`src/rtl/ravenna_uart_rx.sv`:
```
// Ravenna UART receiver: 8N1 mid-bit sampling with a small byte FIFO.
// Define RAVENNA_UART_RX_PARITY_EN to add an even-parity bit after the data bits.
module ravenna_uart_rx #(
  parameter int unsigned DIV_WIDTH = 16,
  parameter int unsigned FIFO_AW   = 2
) (
  input  logic                 clk,
  input  logic                 resetn,
  input  logic [DIV_WIDTH-1:0] cfg_divider,
  input  logic                 ser_rx,
  input  logic                 rd_en,
  output logic                 rd_valid,
  output logic [7:0]           rd_data,
  input  logic                 err_clr,
  output logic                 frame_err,
  output logic                 overrun,
  output logic                 parity_err
);

  localparam int unsigned DEPTH = 2 ** FIFO_AW;

  typedef enum logic [2:0] {IDLE, START, DATA, PARITY, STOP, BRK} state_t;

  state_t               state, state_n;
  logic [DIV_WIDTH-1:0] cnt, cnt_n;
  logic [2:0]           idx, idx_n;
  logic [7:0]           shreg, shreg_n;
  logic                 rx_meta, rx_s, rx_prev;
  logic                 push_req, ferr_set, perr_set;
  logic [DIV_WIDTH-1:0] period;
  logic                 fire, fall;

  // Synchroniser plus one delay flop for start-edge detection; idle level is 1.
  always_ff @(posedge clk or negedge resetn) begin
    if (!resetn) begin
      rx_meta <= 1'b1;
      rx_s    <= 1'b1;
      rx_prev <= 1'b1;
    end else begin
      rx_meta <= ser_rx;
      rx_s    <= rx_meta;
      rx_prev <= rx_s;
    end
  end

  assign period = (cfg_divider < DIV_WIDTH'(4)) ? DIV_WIDTH'(4) : cfg_divider;
  assign fire   = (cnt == DIV_WIDTH'(1));
  assign fall   = rx_prev & ~rx_s;

  always_ff @(posedge clk or negedge resetn) begin
    if (!resetn) begin
      state <= IDLE;
      cnt   <= '0;
      idx   <= '0;
      shreg <= '0;
    end else begin
      state <= state_n;
      cnt   <= cnt_n;
      idx   <= idx_n;
      shreg <= shreg_n;
    end
  end

  always_comb begin
    state_n  = state;
    cnt_n    = (cnt > DIV_WIDTH'(1)) ? cnt - DIV_WIDTH'(1) : cnt;
    idx_n    = idx;
    shreg_n  = shreg;
    push_req = 1'b0;
    ferr_set = 1'b0;
    perr_set = 1'b0;
    case (state)
      IDLE: begin
        if (fall) begin
          cnt_n   = period >> 1;
          state_n = START;
        end
      end
      START: begin
        if (fire) begin
          if (!rx_s) begin
            state_n = DATA;
            cnt_n   = period;
            idx_n   = '0;
          end else begin
            state_n = IDLE;
          end
        end
      end
      DATA: begin
        if (fire) begin
          shreg_n[idx] = rx_s;
          cnt_n        = period;
          if (idx == 3'd7) begin
`ifdef RAVENNA_UART_RX_PARITY_EN
            state_n = PARITY;
`else
            state_n = STOP;
`endif
          end else begin
            idx_n = idx + 3'd1;
          end
        end
      end
`ifdef RAVENNA_UART_RX_PARITY_EN
      PARITY: begin
        if (fire) begin
          perr_set = rx_s ^ (^shreg);
          cnt_n    = period;
          state_n  = STOP;
        end
      end
`endif
      STOP: begin
        if (fire) begin
          if (rx_s) begin
            push_req = 1'b1;
            state_n  = IDLE;
          end else begin
            ferr_set = 1'b1;
            state_n  = BRK;
          end
        end
      end
      BRK: begin
        if (rx_s) state_n = IDLE;
      end
      default: state_n = IDLE;
    endcase
  end

  logic [7:0]       mem [DEPTH];
  logic [FIFO_AW-1:0] wptr, rptr;
  logic [FIFO_AW:0]   count;
  logic             full, pop, push;

  assign full     = (count == (FIFO_AW+1)'(DEPTH));
  assign rd_valid = (count != '0);
  assign rd_data  = rd_valid ? mem[rptr] : '0;
  assign pop      = rd_en & rd_valid;
  // A full FIFO still accepts the byte when the head is popped in the same cycle.
  assign push     = push_req & (~full | pop);

  always_ff @(posedge clk) begin
    if (push) mem[wptr] <= shreg;
  end

  always_ff @(posedge clk or negedge resetn) begin
    if (!resetn) begin
      wptr  <= '0;
      rptr  <= '0;
      count <= '0;
    end else begin
      if (push) wptr <= wptr + FIFO_AW'(1);
      if (pop)  rptr <= rptr + FIFO_AW'(1);
      case ({push, pop})
        2'b10:   count <= count + (FIFO_AW+1)'(1);
        2'b01:   count <= count - (FIFO_AW+1)'(1);
        default: count <= count;
      endcase
    end
  end

  always_ff @(posedge clk or negedge resetn) begin
    if (!resetn) begin
      frame_err <= 1'b0;
      overrun   <= 1'b0;
    end else begin
      if (ferr_set)     frame_err <= 1'b1;
      else if (err_clr) frame_err <= 1'b0;
      if (push_req & full & ~pop) overrun <= 1'b1;
      else if (err_clr)           overrun <= 1'b0;
    end
  end

`ifdef RAVENNA_UART_RX_PARITY_EN
  always_ff @(posedge clk or negedge resetn) begin
    if (!resetn)      parity_err <= 1'b0;
    else if (perr_set) parity_err <= 1'b1;
    else if (err_clr)  parity_err <= 1'b0;
  end
`else
  assign parity_err = 1'b0;
  logic unused_perr;
  assign unused_perr = perr_set;
`endif

endmodule
```
`config.mk`:
```
export PLATFORM = sky130hd
export DESIGN_NAME = ravenna_uart_rx
export DESIGN_NICKNAME = d
export VERILOG_FILES = /design/src/rtl/ravenna_uart_rx.sv
export SDC_FILE = /design/constraint.sdc
export NUM_CORES = 1
export LEC_CHECK = 0
export BUFFER_PORTS_ARGS = -buffer_cell sky130_fd_sc_hd__buf_2
export CAP_MARGIN = 20
export CORE_ASPECT_RATIO = 1.25
export CORE_MARGIN = 5
export CORE_UTILIZATION = 55
export CTS_BUF_LIST = sky130_fd_sc_hd__clkbuf_16
export DETAILED_ROUTE_END_ITERATION = 8
export HOLD_SLACK_MARGIN = 0.15
export PLACE_DENSITY = 0.79
export SETUP_SLACK_MARGIN = 0.3
export SYNTH_ARGS = -nofsm -noshare
export SYNTH_HDL_FRONTEND = slang
export SYNTH_SLANG_ARGS = --single-unit
```
`constraint.sdc`:
```
create_clock -name clk -period 3.29 [get_ports clk]
set_input_delay 0 -clock clk [delete_from_list [all_inputs] [get_ports clk]]
set_output_delay 0 -clock clk [all_outputs]
set_load 0.02 [all_outputs]
```
* Word-level counts from Yosys, hierarchy flattened *
Memories as Yosys holds them, arrays and structs flattened.
Cells that the tools add are included.

storage, ports and cells
  register bits = 42
  RAM bits = 32
  input port bits = 21
  output and inout bits = 12
  logic and storage cells = 96
  memories = 1

operators by class
  $add $sub $neg = 6
  $lt $le $gt $ge = 4
  equal/unequal tests = 17
  mux-type cells = 37
  bitwise operators = 9
  reductions and logical operators = 10

memories
  memory  words  bits a word  read ports  clocked after memory_dff  wr ports  RTL line  RTL
  mem     4      8            1           0                         1         132       logic [7:0] mem [DEPTH];

operator list
  kind                                                            number
  two-way mux 16 bit                                              6
  case mux 16 bit (3 select lines)                                1
  two-way mux 3 bit                                               11
  equality test 16 x 1 -> 1 bit, second input constant            1
  greater-than comparator 16 x 1 -> 1 bit, second input constant  1
  less-than comparator 16 x 3 -> 1 bit, second input constant     1
  inequality test 2 bit, second input constant                    8
  subtractor 16 x 1 -> 16 bit, second input constant              1
  case mux 3 bit (5 select lines)                                 1
  equality test 3 bit, second input constant                      4
  two-way mux 1 bit                                               12
  case mux 3 bit (2 select lines)                                 2
  bitwise mux 8 bit                                               1
  two-way mux 8 bit                                               1
  nonzero test 2 bit                                              4
  adder 3 x 1 -> 3 bit, second input constant                     2
  AND reduction 6 bit                                             1
  bitwise AND 1 bit                                               5
  AND reduction 5 bit                                             1
  adder 2 x 1 -> 2 bit, second input constant                     2
  less-than comparator 3 x 4 -> 1 bit, second input constant      1
  demux 1 bit (select 3 bit)                                      1
  equality test 3 x 1 -> 1 bit, second input constant             1
  equality test 3 x 2 -> 1 bit, second input constant             1
  11 further kinds                                                13

* Logic depth before layout (Yosys ltp) *
  depth after elaboration = 6
  mapped depth = 11
  depth with buffers taken out = 11

* Least setup slack after synthesis *
OpenSTA, ideal clock, no wires.

  kind = register to register
  start = register cnt[1]
  end = memory mem[0][0], enable pin
  setup time = 0.332 ns
  data arrival time = 2.027 ns
  data required time = 2.958 ns
  setup slack = 0.931 ns
  cell stages (with the launch flop) = 7
  buffers on the path = 0
  clock period less this slack = 2.359 ns
  path through = dfrtp_1 > inv_1 > ha_1 > nor4b_1 > and4_1 > nor3b_2 > and2_1

on the way
  longest elaborated chain between the ends = 6

RTL lines
  item                                     RTL line  RTL
  start: declaration                       25        logic [DIV_WIDTH-1:0] cnt, cnt_n;
  start signal: assignment                 58        cnt <= cnt_n;
  equality test 16 x 1 -> 1 bit            47        assign fire = (cnt == DIV_WIDTH'(1));
  two-way mux 1 bit                        115       if (fire) begin
  two-way mux 1 bit                        72        case (state)
  bitwise AND 1 bit                        142       assign push = push_req & (~full | pop);
  two-way mux 1 bit                        145       if (push) mem[wptr] <= shreg;
  two-way mux 1 bit (implied by the code)  145
  end: declaration                         132

Every way passes these cells.

* Worst setup path after layout *
  start = register cnt[3]
  end = register cnt[1]

on the way
  longest elaborated chain between the ends = 5
  elaborated cells between the ends (all ways) = 8
  classes of those cells = order compare (1); eq/ne (1); mux (6)

RTL lines
  item                                     RTL line  RTL
  greater-than comparator 16 x 1 -> 1 bit  66        cnt_n = (cnt > DIV_WIDTH'(1)) ? cnt - DIV_WIDTH'(1) : cnt;
  two-way mux 16 bit                       66
  two-way mux 16 bit                       81        if (!rx_s) begin
  two-way mux 16 bit                       80        if (fire) begin
  case mux 16 bit (3 select lines) *       72
  via cnt_n[1]                             25

The timed path passes the listed nets; every way through them passes the cells marked *.
A chain may end at the register's enable or synchronous reset.

==> reports/qor.txt <==
clock latency on the worst-skew pair: 0.33 ns
Crit-path slowest cell: or4_4
Filler cells: 435
Tot GR Track Use: 0.206
combinational power share: 0.230
WL final: 7900 um
CP endpoint kind: register
Post-Route Utilization: 0.689
DRT iter0 DRCs: 152
post-synthesis cell type count: 56
GR Overflow Total: 0
Leak: 1.86 nW
Pint: 2.02 mW
Fin Clk Skew: 0.00538 ns
Non-Filler Instances: 461
Slew @ Worst Pin: 0.943 ns
setup TNS: 0 ns
Port Buffers: 31
worst path cell trace: or4_4 > nor4b_4 > o211ai_1 > mux2_2 > o211ai_2 > dlygate4sd3_1
Vias per Instance: 5.92
Tightest Hold Check Type: input port to register
unrepaired setup endpoints after global routing: no
Critical path buffers and inverters: 1
area leader, netlist: dfrtp_1
Die Span Y: 102 um
initial core utilization: 0.563
DRT Pass-1 Iters: 4
async set or reset register ratio after synthesis: 0.568
Max transition margin: 0.366
Seq/Total Area, Yosys: 0.546
vias in the first global route: 2,866
Post-Syn Area: 3690 sq um
top-area cell type share of the netlist area: 0.264
CTS tree: yes
total CTS buffers: 9
Clock power frac: 0.322
P_sw: 0.937 mW
Hold Fails Final Rpt: 0
DRC viols: 0
Max Root-Sink Buffers: 2
Rows: 33
cell with the most instances after synthesis: dfrtp_1
Cell Pwr Density: 654 nW/um^2
Max Cap Violations: 0
routability cong.: 0.861
die area: 8460 sq um
Tmin final: 2.88 ns
Net count, final: 399
clk slew on worst S/H paths: 0.06 ns
hpwl dp: 5320 um
worst-path maximum fanout: 7
DIE WIDTH: 83.3 um
warning count from the yosys run: 0
Cells after DPL: 416
Tot Pwr: 2.96 mW
Primary FF master, synth: dfrtp_1
delay-heaviest family, CP: simple AND/OR/NAND/NOR gates
initial antenna violation count: 0
Flop pwr share: 0.448
IO Count: 33
Post-Syn Nets: 336
syn_area_per_cell: 12.1 sq um
status: complete, no violations
Worst Setup Start Kind: register
Worst Setup Path Type: register to register
fraction of layout cells with a size suffix above 1: 0.222
Mapped Cells: 306
critical path required time: 3.56 ns
clock root buffer: clkbuf_16
Fmax: 0.347 GHz
largest net degree at the start of global routing: 43
period utilization: 0.875
final setup fails: 0
layout overhead on the synthesized area: 22.5%
number of enable flip-flop cells after synthesis: 32
Core Footprint: 6570 sq um
H-tree depth: 3
global-route wire length before repair: 13,600 um
leading post-synthesis cells by cell area: dfrtp_1 (26%), edfxtp_1 (26%), mux4_2 (4.9%)
hold_ws: 0.239 ns
#FFs+latches synth: 74
Post-DRT Antenna Nets: 0
CP arrival: 3.15 ns
crit-path max cell delay: 0.62 ns
n_diodes: 0
routed len/inst: 17.1 um
worst vdd ir: 0.409 mV
leading post-synthesis cells by instance count: dfrtp_1 (39), edfxtp_1 (32), o21ai_0 (19)
clock sinks: 74
vias: 2,728
switch share: 0.317
fin. max-slew vios: 0
==> cell usage in the layout, fill, tap and decap left out, types with 4 or more instances in the layout <==
cell	n
a21oi_1	10
a22oi_1	13
and2_1	12
buf_2	31
buf_4	6
clkbuf_16	9
dfrtp_1	39
dlygate4sd3_1	27
edfxtp_1	32
ha_1	8
inv_1	10
mux2_2	10
mux4_2	8
nand2_1	16
nand2b_1	6
nand3_1	5
nand4_1	5
nor2_1	17
nor2b_1	4
nor3_1	6
nor4_1	10
o21ai_0	19
or3_1	4
xnor2_1	8
xor2_1	4
==> registers in the layout, indices dropped and copies added (netlist names), 2 cells and up <==
| signal | flops |
|---|---|
| wptr | 2 |
| cnt | 16 |
| rptr | 2 |
| state | 3 |
| count | 3 |
| shreg | 8 |
| idx | 3 |
| mem | 32 |
==> worst register-to-register path: cells and delay by family (launching register included) <==
family	cells	cell delay [ns]
AND/OR/NAND/NOR	2	1.04
buffers and inverters	1	0.56
flip-flops	1	0.45
AO/OA/AOI/OAI	2	0.41
multiplexers	1	0.36
==> timing repair <==
action	4_1_cts	5_1_grt
hold buffers	27	0
setup buffers	0	2
hold endpoints to repair	61	0
resized for setup	0	2
setup endpoints to repair	0	2
==> final timing paths <==
check                                        from                   to  slack [ns]  depth (start not counted)
worst max register to register   cnt[3]$_DFF_PN0_     cnt[1]$_DFF_PN0_        0.41                          6
worst min register to register  rx_meta$_DFF_PN1_       rx_s$_DFF_PN1_        0.35                          0
worst max-delay path             cnt[3]$_DFF_PN0_     cnt[1]$_DFF_PN0_        0.41                          6
min in group asynchronous                  resetn  wptr[0]$_DFFE_PN0P_        0.35                          2
worst min-delay path               cfg_divider[8]     cnt[0]$_DFF_PN0_        0.24                          5
max in group asynchronous                  resetn     cnt[6]$_DFF_PN0_        2.36                          2
==> cell families after synthesis <==
family | synth area share
other | 0.00102
muxes | 0.0847
xor gates and xnor gates | 0.0285
buffers and inverters | 0.0251
AOI/OAI and AO/OA | 0.113
DFF | 0.546
adders and majority gates | 0.0325
and+or+nand+nor | 0.169
==> cell type report <==
type                    instances  area, sq um  area share
clock buffers                   9          225      0.0498
clock inverters                 7         68.8      0.0152
inverters                      10         37.5     0.00830
multi-input cells             210         1600       0.353
flip-flops and latches         74         2020       0.446
well taps                      87          109      0.0241
repair buffers                 64          470       0.104
==> power by group through the flow <==
stage	Clock [mW]	Combinational [mW]	Sequential, mW
after floorplan	0	0.532	1.23
after global placement	0	0.590	1.33
after detailed placement	0	0.608	1.33
after CTS	0.968	0.666	1.32
after global routing	1.01	0.747	1.36
final	0.953	0.679	1.32
==> metal layers <==
metal / up-vias / wire [um] / part of all wire / track usage
li1: 1283 / - / - / -
met1: 1335 / 2970 / 0.38 / 0.217
met2: 81 / 4310 / 0.55 / 0.386
met3: 29 / 339 / 0.043 / 0.0448
met4: 0 / 285 / 0.036 / 0.108
met5: - / 0 / 0 / 0
==> per-stage QoR <==
stage          cell area, sq um  setup slack, ns
5_1_grt                    4520            0.303
2_1_floorplan              3690            0.931
3_5_place_dp               3940            0.719
4_1_cts                    4500            0.413
3_3_place_gp               3940            0.798
6_report                   4520            0.411
Note: power is estimated with default switching activity, not from simulation.
